`src/rtl/fx_kp_pkg.sv`:
```
// Shared constants and state type for the PC-FX K-port pad-side link.
package fx_kp_pkg;

    localparam int         KP_BITS   = 32;
    localparam logic [3:0] KP_ID_PAD = 4'hF;

    typedef enum logic [1:0] {
        KP_IDLE,
        KP_SHIFT,
        KP_DONE
    } kp_state_t;

endpackage

```
`src/rtl/fx_kp_edge.sv`:
```
// Edge detector for one K-port input; FX_PAD_KP_SYNC_EN adds a 2-flop CE-gated synchronizer.
module fx_kp_edge
    import fx_kp_pkg::*;
(
    input  logic clk,
    input  logic res,
    input  logic ce,
    input  logic d,
    output logic level,
    output logic rise,
    output logic fall
);

`ifdef FX_PAD_KP_SYNC_EN
    logic [1:0] sync;

    always_ff @(posedge clk) begin
        if (res) begin
            sync <= 2'b00;
        end else if (ce) begin
            sync <= {sync[0], d};
        end
    end

    assign level = sync[1];
`else
    assign level = d;
`endif

    logic prev;

    always_ff @(posedge clk) begin
        if (res) begin
            prev <= 1'b0;
        end else if (ce) begin
            prev <= level;
        end
    end

    // Edges are only meaningful in cycles where state may advance.
    assign rise = ce &  level & ~prev;
    assign fall = ce & ~level &  prev;

endmodule

```
`src/rtl/fx_pad_kp.sv`:
```
// Pad-side end of the PC-FX K-port serial link, emulating one controller.
// Define FX_PAD_KP_SYNC_EN to synchronize the host-side inputs (+2 CE cycles latency).
module fx_pad_kp
    import fx_kp_pkg::*;
#(
    parameter int BITS     = KP_BITS,
    parameter bit FORCE_ID = 1'b1
) (
    input  logic            CLK,
    input  logic            RES,
    input  logic            CE,
    input  logic            CONNECTED,
    input  logic [BITS-1:0] PAD_DATA,
    input  logic            KP_LATCH,
    input  logic            KP_CLK,
    input  logic            KP_RW,
    input  logic            KP_DOUT,
    output logic            KP_DIN,
    output logic [BITS-1:0] RX_DATA,
    output logic            RX_VALID,
    output logic            BUSY
);

    localparam int CNT_W = $clog2(BITS + 1);

    logic latch_rise, clk_rise, clk_fall, rw_lvl, dout_lvl;
    logic latch_lvl_unused, latch_fall_unused, clk_lvl_unused;
    logic rw_rise_unused, rw_fall_unused, dout_rise_unused, dout_fall_unused;

    fx_kp_edge u_latch (.clk(CLK), .res(RES), .ce(CE), .d(KP_LATCH),
                        .level(latch_lvl_unused), .rise(latch_rise), .fall(latch_fall_unused));
    fx_kp_edge u_clk   (.clk(CLK), .res(RES), .ce(CE), .d(KP_CLK),
                        .level(clk_lvl_unused), .rise(clk_rise), .fall(clk_fall));
    fx_kp_edge u_rw    (.clk(CLK), .res(RES), .ce(CE), .d(KP_RW),
                        .level(rw_lvl), .rise(rw_rise_unused), .fall(rw_fall_unused));
    fx_kp_edge u_dout  (.clk(CLK), .res(RES), .ce(CE), .d(KP_DOUT),
                        .level(dout_lvl), .rise(dout_rise_unused), .fall(dout_fall_unused));

    kp_state_t        state, state_next;
    logic [BITS-1:0]  sr, sr_shift, report;
    logic [CNT_W-1:0] count, count_inc;
    logic             rw_mode, mixed, mixed_now, rx_bit;
    logic             do_load, do_shift, do_cap, finish;

    assign report    = FORCE_ID ? {KP_ID_PAD, PAD_DATA[BITS-5:0]} : PAD_DATA;
    assign sr_shift  = {rx_bit, sr[BITS-1:1]};
    assign count_inc = count + 1'b1;
    assign mixed_now = mixed | (rw_lvl != rw_mode);

    always_comb begin
        state_next = state;
        do_load    = 1'b0;
        do_shift   = 1'b0;
        do_cap     = 1'b0;
        finish     = 1'b0;
        // A latch rise restarts the frame from any state and masks a same-cycle clock rise.
        if (latch_rise) begin
            do_load    = 1'b1;
            state_next = KP_SHIFT;
        end else if (state == KP_SHIFT) begin
            do_cap = clk_fall;
            if (clk_rise) begin
                do_shift = 1'b1;
                if (count_inc == CNT_W'(BITS)) begin
                    finish     = 1'b1;
                    state_next = KP_DONE;
                end
            end
        end
    end

    always_ff @(posedge CLK) begin
        if (RES) begin
            state <= KP_IDLE;
        end else if (CE) begin
            state <= state_next;
        end
    end

    always_ff @(posedge CLK) begin
        if (RES) begin
            sr       <= '0;
            count    <= '0;
            rw_mode  <= 1'b0;
            mixed    <= 1'b0;
            rx_bit   <= 1'b0;
            RX_DATA  <= '0;
            RX_VALID <= 1'b0;
        end else if (CE) begin
            RX_VALID <= 1'b0;
            if (do_load) begin
                sr      <= report;
                count   <= '0;
                rw_mode <= rw_lvl;
                mixed   <= 1'b0;
            end else if (state == KP_SHIFT) begin
                mixed <= mixed_now;
                if (do_cap) begin
                    rx_bit <= ~dout_lvl;
                end
                if (do_shift) begin
                    sr    <= sr_shift;
                    count <= count_inc;
                    // Only a clean, connected host->pad frame publishes its data.
                    if (finish && rw_mode && !mixed_now && CONNECTED) begin
                        RX_DATA  <= sr_shift;
                        RX_VALID <= 1'b1;
                    end
                end
            end
        end
    end

    logic unused_edges;
    assign unused_edges = ^{latch_lvl_unused, latch_fall_unused, clk_lvl_unused,
                            rw_rise_unused, rw_fall_unused, dout_rise_unused, dout_fall_unused};

    assign BUSY   = (state == KP_SHIFT);
    assign KP_DIN = KP_RW | ~sr[0] | ~CONNECTED;

endmodule

```
`config.mk`:
```
export PLATFORM = sky130hd
export DESIGN_NAME = fx_pad_kp
export DESIGN_NICKNAME = d
export VERILOG_FILES = /design/src/rtl/fx_kp_pkg.sv /design/src/rtl/fx_kp_edge.sv /design/src/rtl/fx_pad_kp.sv
export SDC_FILE = /design/constraint.sdc
export NUM_CORES = 1
export LEC_CHECK = 0
export BUFFER_PORTS_ARGS = -buffer_cell sky130_fd_sc_hd__buf_2
export CORE_ASPECT_RATIO = 1.5
export CORE_MARGIN = 10
export CORE_UTILIZATION = 35
export DETAILED_ROUTE_END_ITERATION = 8
export GPL_ROUTABILITY_DRIVEN = 1
export PLACE_DENSITY_LB_ADDON = 0.3
export REMOVE_ABC_BUFFERS = 1
export SLEW_MARGIN = 20
export SYNTH_ARGS = -nofsm -noshare
export SYNTH_HDL_FRONTEND = slang
export SYNTH_SLANG_ARGS = --single-unit
```
`constraint.sdc`:
```
create_clock -name CLK -period 3.37 [get_ports CLK]
set_clock_uncertainty 0.15 [all_clocks]
set_input_delay 0.674 -clock CLK [delete_from_list [all_inputs] [get_ports CLK]]
set_output_delay 0.674 -clock CLK [all_outputs]
set_load 0.1 [all_outputs]
```
==> metrics.txt <==
max cap viols 0; Starting DRT DRC Count 88; CTS resizes 0; Initial Util 35.9%; final WL 7190 um; Yosys reg bits 78; total die area 0.0134 sq mm; Synth Cell Area 0.00319 sq mm; Tcrit/Tclk final 71.1%; Lkg Pwr 0.00153 uW; nets 421; drt first pass iters 4; Async SR Flop Fraction 0%; Max Clk Rate 0.418 GHz; Worst slew margin 56.5%; CP endpoint kind register; worst hold path type register to register; hold buffer count at cts 0; WP buf/inv 1; r2r endpoint RX_DATA[20]; GP Congestion 0.699; Tot GR Track Use 10.6%; critical path class register to register; Psw 470 uW; CP Launch Type register; Critical Path, Cell by Cell ha_1, or4_4, a221oi_4, buf_4, mux2i_1, nor2_1; Fin. Hold Viols 0; Unique masters post-synth 29; CTS tree yes; RSZ-0062 raised after global routing false; clk_lat worst skew 330 ps; hold_sp mixed; H-tree levels 3; Multi-input gate area 0.00150 sq mm; Core Footprint 0.00888 sq mm; largest net degree at the start of global routing 65; most common cell after layout, fill and taps aside dfxtp_1; DRC 0; Std-Cell Rows 42; most frequent cells in the layout 78 x dfxtp_1, 74 x nor2_1, 70 x buf_2, 69 x mux2i_1, 29 x a211oi_1; PwrDens 541 mW/mm^2; Critical-path top delay cell or4_4; top sig layer met4; final core occ 44.2%; Die Y 137 um; total grt overflow 0; Top FF cell, synth dfxtp_1; # Post-CTS Setup Buffers 0; worst-path fanout max 21; vias per inst 4.91; Reg2Reg Launch Point count[0]; Die X 98.0 um; fillers 859; Final Power 2120 uW; R2R setup slack 980 ps; antenna fix cells 0; CP peak stage delay 450 ps; beginning of the critical path count[0]; total negative setup slack 0 ps; WP data required 3440 ps; Synth Instances 316; layout cells sized above 1 24.2%; Clk pwr share 48.1%; Register-to-Register Path Depth 6; Post-synth EDFFs 0; ANT nets after route 0; critical path capture point RX_DATA[20]; clock buffer count from CTS 9; post-layout min period 2390 ps; CTS sink cnt 78; clock buffer depth 2; DPL Wire Length 4820 um; average size of a mapped cell 10.1 sq um; Setup-failing EPs final 0; status finished, final reports clean; total number of vias 2427; sequential fraction of design power 46.1%; M1 WL 3160 um; Logic pwr share 5.8%; metal3 WL 431 um; port buffer count 70; non-filler cells, final 494; Area growth syn-to-layout 23.0%; antenna violations before repair 0; sequential area share after synthesis 48.9%; I/O pins 75; Slew Limit Fails 0; vias in the first global route 2445; data arrival time of the critical path 2460 ps; FF/Latch Area 0.00156 sq mm; Critical Path Stages 6; Root Buffer clkbuf_16; WL met2 3500 um; Ys Warns 0; global-route wire length before repair 11700 um; Switching Share 22.1%; placed insts 478; maximum vdd drop 270 uV; Avg WL per Cell 14.5 um; design internal power 1650 uW; cell family with most CP delay simple AND/OR/NAND/NOR gates; Clock transition at path regs 60 ps; WHS 310 ps; Worst Tran Pin Value 653 ps
[cell families (layout without fill, tap and decap cells)]
family / after synthesis / after routing / synth area share [%]
simple gates: 95 / 95 / 13.2
xor+xnor: 6 / 6 / 1.65
mux: 69 / 69 / 21.6
fa+ha+maj: 2 / 2 / 0.784
compound gates: 40 / 40 / 9.41
flops: 78 / 78 / 48.9
buf+inv: 26 / 94 / 4.35
[cell usage after synthesis, types with 2 or more instances]
cell type   n  area share (%)
xor2_1      4             1.1
inv_1       3            0.35
a211oi_1   29             6.8
clkbuf_1   16             1.9
nand3b_1    2            0.47
and4b_1     2            0.63
a21oi_1     7             1.1
nor2_1     74             8.7
mux2i_1    69              22
nor2b_1     3            0.59
dfxtp_1    78              49
nand2b_1    2            0.39
xnor2_1     2            0.55
buf_8       3             1.4
nand4_1     4            0.78
ha_1        2            0.78
nand2_1     2            0.24
buf_2       3            0.47
[layout make-up]
class / count / area share [%]
inverters: 3 / 0.287
clock inverters: 6 / 2.20
well taps: 110 / 3.51
repair buffers: 75 / 10.2
multi-input cells: 212 / 38.2
flip-flops and latches: 78 / 39.8
clock buffers: 10 / 5.83
[worst min-delay path by stage]
stage | endpoint | slack, ps | cells after the start
after floorplan | mixed | 280 | 2
after global placement | mixed | 290 | 2
after detailed placement | mixed | 300 | 2
after CTS | mixed | 320 | 2
after global routing | RX_VALID | 360 | 2
final | mixed | 310 | 2
[metrics by stage]
| step | worst slack [ps] | area, sq um |
|---|---|---|
| 2_1_floorplan | -734 | 3060 |
| 3_3_place_gp | 910 | 3610 |
| 3_5_place_dp | 901 | 3610 |
| 4_1_cts | 955 | 3930 |
| 5_1_grt | 824 | 3930 |
| 6_report | 976 | 3930 |
[routing by layer]
| layer | up-vias | track usage, % |
|---|---|---|
| met5 | - | 0 |
| met3 | 7 | 4.49 |
| met2 | 49 | 17.2 |
| li1 | 1234 | - |
| met1 | 1137 | 11.9 |
| met4 | 0 | 4.62 |
[state kept, by name, indices dropped and copies added, names as in the netlist]
| register | count |
|---|---|
| u_latch.prev | 1 |
| mixed | 1 |
| rx_bit | 1 |
| state | 2 |
| RX_VALID | 1 |
| sr | 32 |
| u_clk.prev | 1 |
| count | 6 |
| rw_mode | 1 |
| RX_DATA | 32 |
[power by group through the flow]
stage          combinational [uW]  sequential [uW]  clock [uW]
6_report                      124              978        1020
4_1_cts                       126              979        1050
5_1_grt                       138              983        1080
3_5_place_dp                  125              999           0
2_1_floorplan                75.3              991           0
3_3_place_gp                  123              999           0
[worst register-to-register path: cells and delay by family (launching register included)]
kind / cells / cell delay [ps]
AND/OR/NAND/NOR: 2 / 500
buffers and inverters: 1 / 400
flip-flops: 1 / 380
AO/OA/AOI/OAI: 1 / 310
adder cells (fa/ha/maj): 1 / 270
multiplexers: 1 / 260
No activity file was read; power rests on OpenSTA's default activity.
